==> src/rtl/rca_ctrl_pkg.sv <==
// Shared types and limits for the ripple-carry adder share controller.
package rca_ctrl_pkg;

  localparam int RCA_DATA_W     = 32;
  localparam int RCA_SETTLE_MAX = 15;
  localparam int RCA_CNT_W      = $clog2(RCA_SETTLE_MAX + 1);

  typedef enum logic [1:0] {
    IDLE   = 2'd0,
    SETTLE = 2'd1,
    RESP   = 2'd2
  } rca_ctrl_state_t;

endpackage

==> src/rtl/rr_arb2.sv <==
// Two-requester round-robin arbiter; the pointer moves to the requester
// that was not granted whenever the owner of the last grant is finished.
module rr_arb2 (
  input  logic       clk,
  input  logic       rst_n,
  input  logic       req0,
  input  logic       req1,
  input  logic       advance,
  output logic [1:0] gnt,
  output logic       gnt_id
);

  logic rr_ptr_q, rr_ptr_d;
  logic last_id_q, last_id_d;

  always_comb begin
    gnt = 2'b00;
    if (req0 && req1) begin
      gnt = rr_ptr_q ? 2'b10 : 2'b01;
    end else if (req0) begin
      gnt = 2'b01;
    end else if (req1) begin
      gnt = 2'b10;
    end

    // Between grants, gnt_id reports the owner of the most recent grant.
    gnt_id    = (gnt != 2'b00) ? gnt[1] : last_id_q;
    last_id_d = gnt_id;
    rr_ptr_d  = advance ? ~last_id_q : rr_ptr_q;
  end

  always_ff @(posedge clk or negedge rst_n) begin
    if (!rst_n) begin
      rr_ptr_q  <= 1'b0;
      last_id_q <= 1'b0;
    end else begin
      rr_ptr_q  <= rr_ptr_d;
      last_id_q <= last_id_d;
    end
  end

endmodule

==> src/rtl/rca_share_ctrl.sv <==
// Sequencer and two-port arbiter driving the shared ripple-carry adder:
// grant, hold add_en for a settle window, capture the sum, return it.
//
// state  | meaning
// IDLE   | waiting for a request; grants and latches operands
// SETTLE | add_en high while the ripple chain resolves
// RESP   | sum presented on the granted requester's response channel
module rca_share_ctrl
  import rca_ctrl_pkg::*;
#(
  parameter int SETTLE_CYCLES = 2,
  parameter int DATA_W        = RCA_DATA_W
) (
  input  logic              clk,
  input  logic              rst_n,
  input  logic              req0_valid,
  input  logic              req1_valid,
  output logic              req0_ready,
  output logic              req1_ready,
  input  logic [DATA_W-1:0] req0_a,
  input  logic [DATA_W-1:0] req0_b,
  input  logic [DATA_W-1:0] req1_a,
  input  logic [DATA_W-1:0] req1_b,
  output logic              rsp0_valid,
  output logic              rsp1_valid,
  input  logic              rsp0_ready,
  input  logic              rsp1_ready,
  output logic [DATA_W-1:0] rsp_sum,
  output logic              add_en,
  output logic [DATA_W-1:0] add_a,
  output logic [DATA_W-1:0] add_b,
  input  logic [DATA_W-1:0] add_z,
  output logic              busy
);

  if (SETTLE_CYCLES < 1 || SETTLE_CYCLES > RCA_SETTLE_MAX) begin : g_bad_settle
    $error("rca_share_ctrl: SETTLE_CYCLES must be within 1..%0d", RCA_SETTLE_MAX);
  end
  if (DATA_W != RCA_DATA_W) begin : g_bad_width
    $error("rca_share_ctrl: DATA_W must equal %0d", RCA_DATA_W);
  end

  localparam logic [RCA_CNT_W-1:0] SETTLE_LOAD = RCA_CNT_W'(SETTLE_CYCLES - 1);

  rca_ctrl_state_t       state_q, state_d;
  logic [RCA_CNT_W-1:0]  settle_cnt_q, settle_cnt_d;
  logic [DATA_W-1:0]     add_a_q, add_a_d;
  logic [DATA_W-1:0]     add_b_q, add_b_d;
  logic [DATA_W-1:0]     rsp_sum_q, rsp_sum_d;
  logic                  gnt_id_q, gnt_id_d;

  logic                  idle;
  logic                  advance;
  logic [1:0]            arb_gnt;
  logic                  arb_gnt_id;

  assign idle = (state_q == IDLE);

  // Requests are masked outside IDLE so ready can never rise mid-operation.
  rr_arb2 u_arb (
    .clk     (clk),
    .rst_n   (rst_n),
    .req0    (req0_valid && idle),
    .req1    (req1_valid && idle),
    .advance (advance),
    .gnt     (arb_gnt),
    .gnt_id  (arb_gnt_id)
  );

  assign req0_ready = arb_gnt[0];
  assign req1_ready = arb_gnt[1];
  assign add_a      = add_a_q;
  assign add_b      = add_b_q;
  assign rsp_sum    = rsp_sum_q;
  assign busy       = !idle;

  always_comb begin
    state_d      = state_q;
    settle_cnt_d = settle_cnt_q;
    add_a_d      = add_a_q;
    add_b_d      = add_b_q;
    rsp_sum_d    = rsp_sum_q;
    gnt_id_d     = gnt_id_q;
    advance      = 1'b0;
    add_en       = 1'b0;
    rsp0_valid   = 1'b0;
    rsp1_valid   = 1'b0;

    case (state_q)
      IDLE: begin
        if (arb_gnt != 2'b00) begin
          add_a_d      = arb_gnt[1] ? req1_a : req0_a;
          add_b_d      = arb_gnt[1] ? req1_b : req0_b;
          gnt_id_d     = arb_gnt_id;
          settle_cnt_d = SETTLE_LOAD;
          state_d      = SETTLE;
        end
      end
      SETTLE: begin
        add_en = 1'b1;
        if (settle_cnt_q != '0) begin
          settle_cnt_d = settle_cnt_q - RCA_CNT_W'(1);
        end else begin
          rsp_sum_d = add_z;
          state_d   = RESP;
        end
      end
      RESP: begin
        rsp0_valid = !gnt_id_q;
        rsp1_valid = gnt_id_q;
        if (gnt_id_q ? rsp1_ready : rsp0_ready) begin
          advance = 1'b1;
          state_d = IDLE;
        end
      end
      default: state_d = IDLE;
    endcase
  end

  always_ff @(posedge clk or negedge rst_n) begin
    if (!rst_n) begin
      state_q      <= IDLE;
      settle_cnt_q <= '0;
      add_a_q      <= '0;
      add_b_q      <= '0;
      rsp_sum_q    <= '0;
      gnt_id_q     <= 1'b0;
    end else begin
      state_q      <= state_d;
      settle_cnt_q <= settle_cnt_d;
      add_a_q      <= add_a_d;
      add_b_q      <= add_b_d;
      rsp_sum_q    <= rsp_sum_d;
      gnt_id_q     <= gnt_id_d;
    end
  end

endmodule
==> config.mk <==
export PLATFORM = sky130hd
export DESIGN_NAME = rca_share_ctrl
export DESIGN_NICKNAME = d
export VERILOG_FILES = /design/src/rtl/rca_ctrl_pkg.sv /design/src/rtl/rr_arb2.sv /design/src/rtl/rca_share_ctrl.sv
export SDC_FILE = /design/constraint.sdc
export NUM_CORES = 1
export LEC_CHECK = 0
export ABC_CLOCK_PERIOD_IN_PS = 2800
export CORE_ASPECT_RATIO = 0.5
export CORE_MARGIN = 8
export CORE_UTILIZATION = 44
export CTS_CLUSTER_SIZE = 12
export DETAILED_ROUTE_END_ITERATION = 7
export GPL_TIMING_DRIVEN = 0
export PLACE_DENSITY = 0.87
export SYNTH_ARGS = -nofsm -noshare
export SYNTH_HDL_FRONTEND = slang
export SYNTH_SLANG_ARGS = --single-unit
==> constraint.sdc <==
create_clock -name clk -period 2.8 [get_ports clk]
set_clock_uncertainty 0.05 [all_clocks]
set_input_delay 0.84 -clock clk [delete_from_list [all_inputs] [get_ports clk]]
set_output_delay 0.84 -clock clk [all_outputs]
set_load 0.02 [all_outputs]
Word level (Yosys, flattened, before mapping)
Index checks and enable logic that the tools add are counted.
Cells by class
  $add $sub $neg: 1
  equal/unequal tests: 6
  muxes and demuxes: 20
  bitwise operators: 2
  reduce and logical (&&, ||, !) cells: 13
Operators with widths (number)
  2-to-1 mux 32 bit: 2
  2-to-1 mux 2 bit: 7
  2-to-1 mux 4 bit: 2
  case mux 4 bit (2 select lines): 1
  2-to-1 mux 1 bit: 7
  inequality test 2 bit (second input constant): 3
  case mux 2 bit (3 select lines): 1
  AND reduction 3 bit: 2
  AND reduction 2 bit: 2
  nonzero test 2 bit: 2
  nonzero test 4 bit: 1
  subtractor 4 x 1 -> 4 bit (second input constant): 1
  logical AND 1 bit: 3
  equality test 2 x 1 -> 1 bit (second input constant): 1
  equality test 2 bit (second input constant): 1
  zero test 1 bit: 2
  zero test 2 bit: 1
  inequality test 2 x 1 -> 1 bit (second input constant): 1
  NOT 1 bit: 2
Storage, ports and cells
  register bits after elaboration: 105
  bits of input ports: 166
  output and inout port bits: 102
  logic and storage cells: 50

Longest topological paths before layout
  depth after elaboration: 8
  depth in mapped cells: 6
  gate-level depth less buffers: 5

Modules after synthesis
From an unflattened synthesis, not the netlist that was laid out.
Unflattened totals
  cell total of the unflattened synthesis: 404
  area total of the unflattened synthesis: 4832.1 µm²
By module, submodules not included
  rca_share_ctrl: instances 1, cells an instance 395, area an instance 4740.8 µm², sequential area each 2577.5 µm²
  rr_arb2: instances 1, cells an instance 9, area an instance 91.3 µm², sequential area each 50.0 µm²

Worst setup path before layout
Ideal clock, no wire load.
  kind: input -> output
  from: in req0_valid
  to: out req1_ready
  data arrival time: 1.471 ns
  data required time: 1.910 ns
  path slack: 0.439 ns
  stages: 5
  path buffers: 2
  cells stage by stage: nand2b_1 nand3_2 buf_6 buf_2 inv_1
On the way
  word-level cells in the longest chain between the ends: 3
Ends and longest elaborated chain
  start: declaration: RTL line rca_share_ctrl.sv:16  | input logic req0_valid,
  logical AND 1 bit (*): RTL line rca_share_ctrl.sv:63  | .req0 (req0_valid && idle),
  2-to-1 mux 2 bit or logical AND 1 bit (tied branches): RTL line rr_arb2.sv:20, rr_arb2.sv:18
  2-to-1 mux 2 bit (*): RTL line rr_arb2.sv:18  | if (req0 && req1) begin
  end: declaration: RTL line rca_share_ctrl.sv:19  | output logic req1_ready,
Mark *: on every way between the ends. The rest lies on a longest branch, timed or not.

Worst setup path after layout
  from: reg state_q[0]
  to: out rsp1_valid
On the way
  word-level cells in the longest chain between the ends: 2
Ends and longest elaborated chain
  start: declaration: RTL line rca_share_ctrl.sv:45  | rca_ctrl_state_t state_q, state_d;
  start signal: assignment: RTL line rca_share_ctrl.sv:129  | state_q <= state_d;
  equality test 2 bit: RTL line rca_share_ctrl.sv:89  | case (state_q)
  2-to-1 mux 1 bit: RTL line rca_share_ctrl.sv:89
  end: declaration: RTL line rca_share_ctrl.sv:25  | output logic rsp1_valid,
No other way between the ends.

==> out/results.ini <==
[route]
routedWlPerCell_um=21.8
drt-pass1-iter-count=4
avgViaCountPerCell=5.62
drc_errors=0
dr_total_vias=4863
antenna_left=0
drt_iter0_markers=341
totalWireLength_um=18900

[logic_synthesis]
synth_most_common_cell=dfrtp_1
synthFlopType=dfrtp_1
synthesis.area_sq_mm=0.00532
ys_top_cells_by_area=dfrtp_1 49%, a221o_1 12%, and4_1 11%
syn-num-nets=586
synth_edf_count=0
synth_seq_cells=105
synth_cells=419
synth_common_cells=105 x dfrtp_1, 64 x a221o_1, 64 x and4_1, 64 x nor3b_1, 23 x clkbuf_1
ys_seq_area_frac=0.494
syn_avg_cell_area_sq_um=12.7
synth_top_area_frac=0.494
synth_top_area_cell=dfrtp_1
synth_warnings=0
async_flop_share=1.00
ys_types=36

[timing]
worst_pin_slew_ps=866
max_freq_ghz=0.372
slew_headroom=0.423
period_share=0.959
setup-violations-final=0
hold_viol=0
drv_slew=0
fin_tns_setup_ps=0
rsz0062_at_grt=no
min_period_ps=2690

[setup_path]
cp-start-kind=register
cp.arrival_ps=1800
criticalPathCategory=register to primary output
end_kind=primary output
cp_max_fo=4
cp.required_ps=1910
rrSetupSlack_ps=1020

[die]
die-area_sq_mm=0.0161
die_w_um=171
num_io_pins=268
initial_core_util=0.450
rows=28
core_sq_mm=0.0118
dieHeight_um=93.7

[min_path]
hold_class=register to register

[global_route]
grt_max_degree=68
gr-total-overflow=0
grt_pass1_wl_um=28600
antenna_found_initial=0
first_global_vias=5087
track_usage=0.228

[final_layout]
final_core_util=0.722
synthToLayoutAreaGrowth_pct=60.4
drive_gt1_frac=0.133
antenna_cells=0
nets=863

[clock_tree]
clk_pin_slew_ps=80
clock_sinks=105
cts_buffers=9
cts_root_buf=clkbuf_16
cts-htree-levels=3
ctsHoldBuffers=0
cts_buffer_depth=2
clk_latency_ps=350
cts_tree=done

[pwr]
irDropWorstVdd_mv=0.449
power.density_mw_per_mm2=1140
leakage_nw=3.51

[place]
io_buffers=267
dp_hpwl_um=14400
place_congestion=0.813

[job]
drv_cap=0

[outcome]
status=completed

==> sequential cells by signal (all words and copies together), names as in the netlist <==
signal and count:
u_arb.rr_ptr_q 1, settle_cnt_q 4, add_a 32, gnt_id_q 1, add_b 32, u_arb.last_id_q 1, state_q 2, rsp_sum 32
==> worst max-delay path: stages, from the launching register on <==
cell,delay [ps]
dfrtp_1,450
nor2b_1,210
and2_1,150
clkdlybuf4s50_1,630
==> layer usage <==
layer  GRT usage  wire length [um]  vias to the layer above
li1            -                 -                     2221
met1       0.269              7480                     2410
met2       0.390              9580                      178
met3      0.0528               935                       54
met4       0.109               884                        0
met5           0                 0                        -
==> per-stage QoR <==
step           std cells  worst slack [ps]  cell area, sq um  power (mW)  hold slack (ps)
3_5_place_dp         852              -744              8210        8.41              404
5_1_grt              866              36.5              8530        10.2              420
2_1_floorplan        419               439              5320        5.92              378
4_1_cts              866             0.685              8530        9.78              406
6_report             866               115              8530        9.71              410
3_3_place_gp         851             -3250              8200        8.29              397
==> layout make-up <==
type | count | area, sq um
Fill cell | 842 | 3280
Inverter | 6 | 22.5
Clock buffer | 10 | 239
Buffer | 50 | 307
Timing Repair Buffer | 268 | 2680
Multi-Input combinational cell | 256 | 2370
Clock inverter | 6 | 71.3
Sequential cell | 105 | 2630
Tap cell | 165 | 206
==> cells by family after synthesis <==
logic type | after synthesis | share of synthesized area
and+or+nand+nor | 145 | 0.219
DFF | 105 | 0.494
AOI/OAI and AO/OA | 75 | 0.136
buffers and inverters | 58 | 0.0600
muxes | 35 | 0.0882
adders and majority gates | 1 | 0.00235
==> report_power, final <==
group / switching [mW] / leakage, nW / internal [mW] / total, mW
clock network: 0.593 / 0.151 / 0.730 / 1.32
registers: 0.469 / 1.25 / 2.31 / 2.78
logic: 2.77 / 2.11 / 2.85 / 5.62
==> worst paths after layout <==
| path | from | endpoint | cells past startpoint |
|---|---|---|---|
| setup / recovery | state_q[0] | rsp1_valid | 3 |
| hold / removal | u_arb.last_id_q | u_arb.rr_ptr_q | 1 |
| setup reg to reg | u_arb.rr_ptr_q | add_b[11] | 5 |
| hold reg to reg | u_arb.last_id_q | u_arb.rr_ptr_q | 1 |
| max in group asynchronous | rst_n | add_b[7] | 2 |
| min in group asynchronous | rst_n | rsp_sum[23] | 1 |
==> cell usage in the layout, fill, tap and decap left out, types with 2 or more instances in the layout <==
master,synthesis,final
o21ai_0,2,2
dfrtp_1,105,105
mux2_4,20,20
clkbuf_8,0,2
clkdlybuf4s50_1,0,261
buf_2,18,17
buf_12,0,2
clkbuf_1,23,21
a21o_1,2,2
buf_4,1,3
nor3b_1,64,64
dlygate4sd2_1,0,2
inv_2,2,2
clkbuf_16,0,9
buf_6,10,9
a221o_1,64,64
and4_1,64,64
inv_6,0,2
mux2_2,15,15
nand2_1,2,2
inv_1,4,4
nor2_1,3,3
==> timing repair <==
action / 4_1_cts / 5_1_grt
pin swaps: 0 / 0
gates resized for setup: 14 / 2
gates cloned: 0 / 0
setup buffers: 0 / 0
setup endpoints to repair: 2 / 2
No activity file was read; power rests on OpenSTA's default activity.
